## src/rtl/matrix_alu_pkg.sv

```systemverilog
// Shared definitions for the sequential matrix ALU.
//   op_t    : operation codes carried on the 3-bit op port
//   state_t : controller states, also exported on the debug port
//   elem_idx / elem_lsb : row-major element addressing helpers
//   op_is_legal : true for the five supported op codes
package matrix_alu_pkg;

   typedef enum logic [2:0] {
      OP_ADD   = 3'd0,
      OP_SUB   = 3'd1,
      OP_SCAL  = 3'd2,
      OP_MMUL  = 3'd3,
      OP_TRANS = 3'd4
   } op_t;

   typedef enum logic [1:0] {
      IDLE    = 2'd0,
      CAPTURE = 2'd1,
      RUN     = 2'd2,
      DONE    = 2'd3
   } state_t;

   // Linear index of element (r,c) in an n-column row-major matrix.
   function automatic int elem_idx(input int r, input int c, input int n);
      return r * n + c;
   endfunction

   // Bit offset of element (r,c) for w-bit elements.
   function automatic int elem_lsb(input int r, input int c, input int n, input int w);
      return elem_idx(r, c, n) * w;
   endfunction

   function automatic logic op_is_legal(input logic [2:0] o);
      return (o <= 3'd4);
   endfunction

endpackage

```

## src/rtl/matrix_alu_seq_dot_lane.sv

```systemverilog
// matrix_dot_lane: combinational N-lane signed dot product.
//   a_vec, b_vec : N packed W-bit signed elements, lane k at [k*W +: W]
//   sum          : full-width signed sum of the N products (2W+clog2(N) bits)
//   oor          : sum lies outside the W-bit signed range
// Driving a single lane and zeroing the rest yields a plain W x W product.
module matrix_dot_lane
   import matrix_alu_pkg::*;
#(
   parameter  int N  = 5,
   parameter  int W  = 8,
   localparam int AW = 2 * W + $clog2(N)
) (
   input  logic [N*W-1:0]       a_vec,
   input  logic [N*W-1:0]       b_vec,
   output logic signed [AW-1:0] sum,
   output logic                 oor
);

   logic signed [AW-1:0] prod [N];

   always_comb begin
      for (int k = 0; k < N; k++) begin
         prod[k] = AW'($signed(a_vec[k*W +: W])) * AW'($signed(b_vec[k*W +: W]));
      end
   end

   always_comb begin
      sum = '0;
      for (int k = 0; k < N; k++) begin
         sum = sum + prod[k];
      end
   end

   // In range exactly when every bit from the W-bit sign position upward agrees.
   assign oor = !((&sum[AW-1:W-1]) || (~|sum[AW-1:W-1]));

endmodule

```

## src/rtl/matrix_alu_seq.sv

```systemverilog
// matrix_alu_seq: sequential N x N matrix ALU (add, sub, scalar multiply,
// matrix multiply, transpose) on W-bit signed row-major matrices.
//   clk, rst        : clock, synchronous active-high reset
//   start, op       : request and op code, sampled together
//   mat_a, mat_b    : operand matrices, scalar : scalar operand
//   busy, done      : in progress / one-cycle completion pulse
//   result          : result matrix, held between operations
//   overflow        : any element overflowed in the last operation
//   illegal         : last accepted op code was unsupported
//   state_dbg       : current controller state (state_t encoding)
//
// Handshake: start is accepted only while busy=0 (IDLE or DONE); on the
// accepting edge all operands are registered, so later input changes do not
// matter. busy stays high through CAPTURE and RUN, start is ignored (not
// queued) while busy, and done is high for exactly the one DONE cycle, never
// together with busy. Holding start in DONE chains the next op directly.
module matrix_alu_seq
   import matrix_alu_pkg::*;
#(
   parameter int N = 5,
   parameter int W = 8
) (
   input  logic             clk,
   input  logic             rst,
   input  logic             start,
   input  logic [2:0]       op,
   input  logic [N*N*W-1:0] mat_a,
   input  logic [N*N*W-1:0] mat_b,
   input  logic [W-1:0]     scalar,
   output logic             busy,
   output logic             done,
   output logic [N*N*W-1:0] result,
   output logic             overflow,
   output logic             illegal,
   output logic [1:0]       state_dbg
);

   localparam int MW = N * N * W;
   localparam int CW = $clog2(N);
   localparam int AW = 2 * W + $clog2(N);

   state_t        state_q, state_d;
   logic [MW-1:0] a_q, a_d, b_q, b_d;
   logic [MW-1:0] work_q, work_d, result_q, result_d;
   logic [W-1:0]  scalar_q, scalar_d;
   logic [2:0]    op_q, op_d;
   logic [CW-1:0] i_q, i_d, j_q, j_d;
   logic          ovf_acc_q, ovf_acc_d;
   logic          overflow_q, overflow_d;
   logic          illegal_q, illegal_d;

   logic [N*W-1:0]       lane_a   [N];
   logic [N*W-1:0]       lane_b   [N];
   logic signed [AW-1:0] lane_sum [N];
   logic                 lane_oor [N];

   // Lane 0 computes the MMUL dot product (row i of A with column j of B).
   // For SCAL each lane c produces one row element using only its lane 0,
   // which keeps SCAL at one row per cycle like the other element-wise ops.
   always_comb begin
      for (int c = 0; c < N; c++) begin
         lane_a[c] = '0;
         lane_b[c] = '0;
      end
      if (op_q == OP_MMUL) begin
         for (int k = 0; k < N; k++) begin
            lane_a[0][k*W +: W] = a_q[elem_lsb(int'(i_q), k, N, W) +: W];
            lane_b[0][k*W +: W] = b_q[elem_lsb(k, int'(j_q), N, W) +: W];
         end
      end else if (op_q == OP_SCAL) begin
         for (int c = 0; c < N; c++) begin
            lane_a[c][W-1:0] = a_q[elem_lsb(int'(i_q), c, N, W) +: W];
            lane_b[c][W-1:0] = scalar_q;
         end
      end
   end

   for (genvar g = 0; g < N; g++) begin : g_lane
      matrix_dot_lane #(.N(N), .W(W)) u_lane (
         .a_vec (lane_a[g]),
         .b_vec (lane_b[g]),
         .sum   (lane_sum[g]),
         .oor   (lane_oor[g])
      );
   end

   always_comb begin
      logic [W-1:0] ea, eb, er;
      logic         step_ovf, last;
      state_d    = state_q;
      a_d        = a_q;
      b_d        = b_q;
      scalar_d   = scalar_q;
      op_d       = op_q;
      i_d        = i_q;
      j_d        = j_q;
      work_d     = work_q;
      result_d   = result_q;
      ovf_acc_d  = ovf_acc_q;
      overflow_d = overflow_q;
      illegal_d  = illegal_q;
      ea         = '0;
      eb         = '0;
      er         = '0;
      step_ovf   = 1'b0;
      last       = 1'b0;
      unique case (state_q)
         IDLE, DONE: begin
            if (start) begin
               state_d   = CAPTURE;
               a_d       = mat_a;
               b_d       = mat_b;
               scalar_d  = scalar;
               op_d      = op;
               i_d       = '0;
               j_d       = '0;
               ovf_acc_d = 1'b0;
            end else begin
               state_d = IDLE;
            end
         end
         CAPTURE: begin
            if (op_is_legal(op_q)) begin
               state_d = RUN;
            end else begin
               // Unsupported op: skip RUN, leave result untouched.
               state_d    = DONE;
               illegal_d  = 1'b1;
               overflow_d = 1'b0;
            end
         end
         RUN: begin
            if (op_q == OP_MMUL) begin
               work_d[elem_lsb(int'(i_q), int'(j_q), N, W) +: W] = lane_sum[0][W-1:0];
               step_ovf = lane_oor[0];
               last     = (i_q == CW'(N - 1)) && (j_q == CW'(N - 1));
               if (j_q == CW'(N - 1)) begin
                  j_d = '0;
                  i_d = i_q + 1'b1;
               end else begin
                  j_d = j_q + 1'b1;
               end
            end else begin
               for (int c = 0; c < N; c++) begin
                  ea = a_q[elem_lsb(int'(i_q), c, N, W) +: W];
                  eb = b_q[elem_lsb(int'(i_q), c, N, W) +: W];
                  case (op_q)
                     OP_ADD: begin
                        er = ea + eb;
                        step_ovf |= (ea[W-1] == eb[W-1]) && (er[W-1] != ea[W-1]);
                     end
                     OP_SUB: begin
                        er = ea - eb;
                        step_ovf |= (ea[W-1] != eb[W-1]) && (er[W-1] != ea[W-1]);
                     end
                     OP_SCAL: begin
                        er = lane_sum[c][W-1:0];
                        step_ovf |= lane_oor[c];
                     end
                     OP_TRANS: er = a_q[elem_lsb(c, int'(i_q), N, W) +: W];
                     default:  er = '0;
                  endcase
                  work_d[elem_lsb(int'(i_q), c, N, W) +: W] = er;
               end
               last = (i_q == CW'(N - 1));
               i_d  = i_q + 1'b1;
            end
            ovf_acc_d = ovf_acc_q | step_ovf;
            // Publish the whole buffer (including this step) in one edge.
            if (last) begin
               state_d    = DONE;
               result_d   = work_d;
               overflow_d = ovf_acc_d;
               illegal_d  = 1'b0;
               i_d        = '0;
               j_d        = '0;
            end
         end
         default: state_d = IDLE;
      endcase
   end

   always_ff @(posedge clk) begin
      if (rst) begin
         state_q    <= IDLE;
         a_q        <= '0;
         b_q        <= '0;
         scalar_q   <= '0;
         op_q       <= '0;
         i_q        <= '0;
         j_q        <= '0;
         work_q     <= '0;
         result_q   <= '0;
         ovf_acc_q  <= 1'b0;
         overflow_q <= 1'b0;
         illegal_q  <= 1'b0;
      end else begin
         state_q    <= state_d;
         a_q        <= a_d;
         b_q        <= b_d;
         scalar_q   <= scalar_d;
         op_q       <= op_d;
         i_q        <= i_d;
         j_q        <= j_d;
         work_q     <= work_d;
         result_q   <= result_d;
         ovf_acc_q  <= ovf_acc_d;
         overflow_q <= overflow_d;
         illegal_q  <= illegal_d;
      end
   end

   assign busy      = (state_q == CAPTURE) || (state_q == RUN);
   assign done      = (state_q == DONE);
   assign result    = result_q;
   assign overflow  = overflow_q;
   assign illegal   = illegal_q;
   assign state_dbg = state_q;

endmodule

```

## config.mk

```make
export PLATFORM = sky130hd
export DESIGN_NAME = matrix_alu_seq
export DESIGN_NICKNAME = d
export VERILOG_FILES = /design/src/rtl/matrix_alu_pkg.sv /design/src/rtl/matrix_alu_seq_dot_lane.sv /design/src/rtl/matrix_alu_seq.sv
export SDC_FILE = /design/constraint.sdc
export NUM_CORES = 2
export LEC_CHECK = 0
export CORE_MARGIN = 1
export CORE_UTILIZATION = 38
export DETAILED_ROUTE_END_ITERATION = 8
export SYNTH_ARGS = -nofsm -noshare
export SYNTH_HDL_FRONTEND = slang
export SYNTH_SLANG_ARGS = --single-unit
```

## constraint.sdc

```tcl
create_clock -name clk -period 29.8 [get_ports clk]
set_input_delay 5.96 -clock clk [delete_from_list [all_inputs] [get_ports clk]]
set_output_delay 5.96 -clock clk [all_outputs]
set_load 0.01 [all_outputs]
```

==> impl_metrics.ini <==
[grt]
grtUsageTotal_pct = 49.38
antenna_found_initial = 81
grt_pass1_vias = 94394
grt_max_degree = 210
grt_pass1_wl_um = 808500
grt_remaining_overflow = 0

[clocking]
clock-root-buffer = clkbuf_16
cts_buffers = 97
cts.sinks = 822
clk_pin_slew_worst_paths_ns = 0.06
cts_tree = done
insertion_delay_ns = 0.84
hold_buffers = 0
cts_setup_buffers = 0
htreeDepth = 3
cts_resized = 0
clock_path_buffers = 3

[finish]
syn_to_final_growth_pct = 15.37
final_core_util_pct = 44.07
drive_gt1_share_pct = 10.12
fin_nets = 13036

[power]
p_sw_share_pct = 57.35
power_density_nw_per_um2 = 73.68
internal_power_mw = 3.254
p_total_mw = 7.630
switchingPower_mw = 4.376
ir_drop_uv = 85.80
leakage_nw = 37.48
p_clk_share_pct = 17.7
combPwrFrac_pct = 61.4
sequentialPowerShare_pct = 20.9

[placed_design]
numPortBuffers = 619
pre_cts_ws_ns = 16.50
hpwl_um = 455700
place_congestion = 1.125

[timing]
fin_ws_ns = 16.05
max-slew-margin-rel_pct = -4.368
worst_pin_slew_ns = 1.566
fin_worst_skew_ns = 0.1084
hold_viol_final = 0
maxSlewViolCount = 33
post-route-period-util_pct = 46.15
setup_viol = 0
finalSetupTns_ns = 0
grt_setup_unrepaired = no
finalCriticalPeriod_ns = 13.75
fin_hold_ws_ns = 0.4519
fmax_mhz = 72.71

[yosys]
yosysSeqAreaShare_pct = 18.33
synth_nets = 12821
ys_types = 102
synth_adder_area_share_pct = 17.76
synth_flop_cell = dfxtp_1
ys_seq_elements = 822
yosysWarnings = 0
synth_top_family_by_area = compound AO/OA/AOI/OAI gates
synthMuxAreaShare_pct = 14.18
synthesis.area_um2 = 89760
yosys.area_share.simple_pct = 19.79
synth_cells = 11467
synth_edf_count = 0
synthXorXnorAreaFrac_pct = 2.498
synth_compound_area_share_pct = 20.15
async_flop_share_pct = 0
synth.avg_cell_area_um2 = 7.828

[routing]
drc = 0
post_drt_wl_per_cell_um = 40.17
wirelength_um = 601300
initialDrtViolationCount = 14981
num_vias = 100980
drtPass1Iterations = 9
ant_nets = 0
via_per_inst = 6.746

[worst_setup_path]
r2r_start = i_q[2]
reg2reg_to = work_q[197]
crit_arrival_ns = 14.48
crit_end = work_q[197]
reg2reg_depth = 35
crit_path_end_kind = register
path_max_fanout = 17
crit_family = adder cells
crit_start = i_q[2]
startpoint_type = register
slowest_stage = xnor2_1
cp.buffers_inverters = 7
slowest_delay_ns = 1.06
cp.depth = 35
reg2reg_slack_ns = 16.05
worstSetupPathType = register to register
worstPathRequired_ns = 30.53

[job]
drv_cap = 4

[die]
fp.coreArea_um2 = 235000
start_util_pct = 38.20
placementRows = 178
die_width_um = 488.0
ios = 620
die_h_um = 488.0
dieArea_um2 = 238200

[hold_path]
hp-start = result[148]
hp-class = register to register

[status]
status = finished with violations
violations = capacitance limit, slew limit
worst min-delay path by stage:
stage | to | cells past startpoint | slack, ns
final | result[148] | 2 | 0.45
after floorplan | scalar_q[7] | 2 | 0.43
after CTS | result[148] | 2 | 0.45
after detailed placement | result[148] | 2 | 0.45
after global placement | result[44] | 2 | 0.44
after global routing | result[1] | 2 | 0.47
worst min-delay path, stage by stage (launching register included):
cell	delay [ns]
dfxtp_1	0.31
nand2_1	0.05
a21oi_1	0.05
cell usage after synthesis (35+ instances only):
library cell / n / share of area (%)
o22ai_1: 109 / 0.76
o221ai_1: 35 / 0.34
mux2i_1: 288 / 3.2
fa_1: 557 / 12
o311ai_0: 74 / 0.72
a21o_1: 47 / 0.39
ha_1: 383 / 5.3
and2_1: 62 / 0.43
clkbuf_1: 662 / 2.8
a211oi_1: 270 / 2.3
o211ai_1: 129 / 1.1
nand2_1: 2104 / 8.8
xor2_1: 46 / 0.45
xnor2_1: 180 / 1.8
nand2b_1: 57 / 0.40
nor4_1: 63 / 0.44
mux4_2: 410 / 10
buf_1: 78 / 0.33
a21oi_1: 1069 / 6.0
nand3_1: 244 / 1.4
o21ai_0: 418 / 2.3
o32ai_1: 77 / 0.75
buf_4: 36 / 0.30
nor2_1: 1054 / 4.4
nor3_1: 305 / 1.7
o21a_1: 41 / 0.34
nand4_1: 62 / 0.43
nor2b_1: 59 / 0.41
dfxtp_1: 822 / 18
buf_2: 68 / 0.38
inv_1: 803 / 3.4
a311oi_1: 53 / 0.52
o21bai_1: 45 / 0.38
and3_1: 59 / 0.41
o31ai_1: 50 / 0.42
mux2_2: 54 / 0.68
a31oi_1: 145 / 1.0
routing by layer:
| metal | GRT usage [%] | wire length [um] |
|---|---|---|
| met2 | 69.08 | 240300 |
| met3 | 17.80 | 75180 |
| met4 | 45.49 | 67960 |
| met1 | 58.47 | 217600 |
| met5 | 0.5715 | 315 |
kinds of logic after synthesis:
kind of cell,after synthesis
AOI/OAI and AO/OA,2850
DFF,822
muxes,752
buffers and inverters,1671
and+or+nand+nor,4194
xor gates and xnor gates,238
adders and majority gates,940
state kept, by name, indices dropped and copies added (netlist names):
| register | flops |
|---|---|
| work_q | 200 |
| j_q | 3 |
| op_q | 3 |
| overflow | 1 |
| scalar_q | 8 |
| i_q | 3 |
| b_q | 200 |
| state_dbg | 2 |
| illegal | 1 |
| ovf_acc_q | 1 |
| a_q | 200 |
| result | 200 |
layout make-up:
class,count,area (um2)
fill,23759,131400
multi-input combinational,8974,67500
sequential,822,16470
timing repair buffer,966,8905
tap,3150,3941
inverter,821,3090
clock buffer,117,2634
clock inverter,63,879.6
antenna,55,137.6
layout by cell type, fill, tap and decap left out, drive strengths merged, types with 383 or more instances in the layout:
| master | Yosys | routed |
|---|---|---|
| o21ai | 429 | 429 |
| clkdlybuf4s50 | 0 | 618 |
| nor2 | 1056 | 1056 |
| nand2 | 2106 | 2106 |
| inv | 809 | 815 |
| a21oi | 1071 | 1071 |
| mux4 | 410 | 410 |
| dfxtp | 822 | 822 |
| ha | 383 | 383 |
| fa | 557 | 557 |
per-stage QoR:
| stage | instances | instance area [um2] |
|---|---|---|
| 3_3_place_gp | 14729 | 99830 |
| 5_1_grt | 14930 | 103500 |
| 3_5_place_dp | 14730 | 99840 |
| 4_1_cts | 14910 | 103400 |
| 6_report | 14968 | 103600 |
| 2_1_floorplan | 11467 | 89760 |
power by group through the flow:
stage	combinational, mW	clock, mW	sequential (mW)
CTS	4.31	1.35	1.57
global route	4.61	1.39	1.59
floorplan	2.18	0	1.42
detailed placement	4.30	0	1.59
global placement	4.29	0	1.58
finish	4.69	1.35	1.59
(Power assumes the default switching activity.)
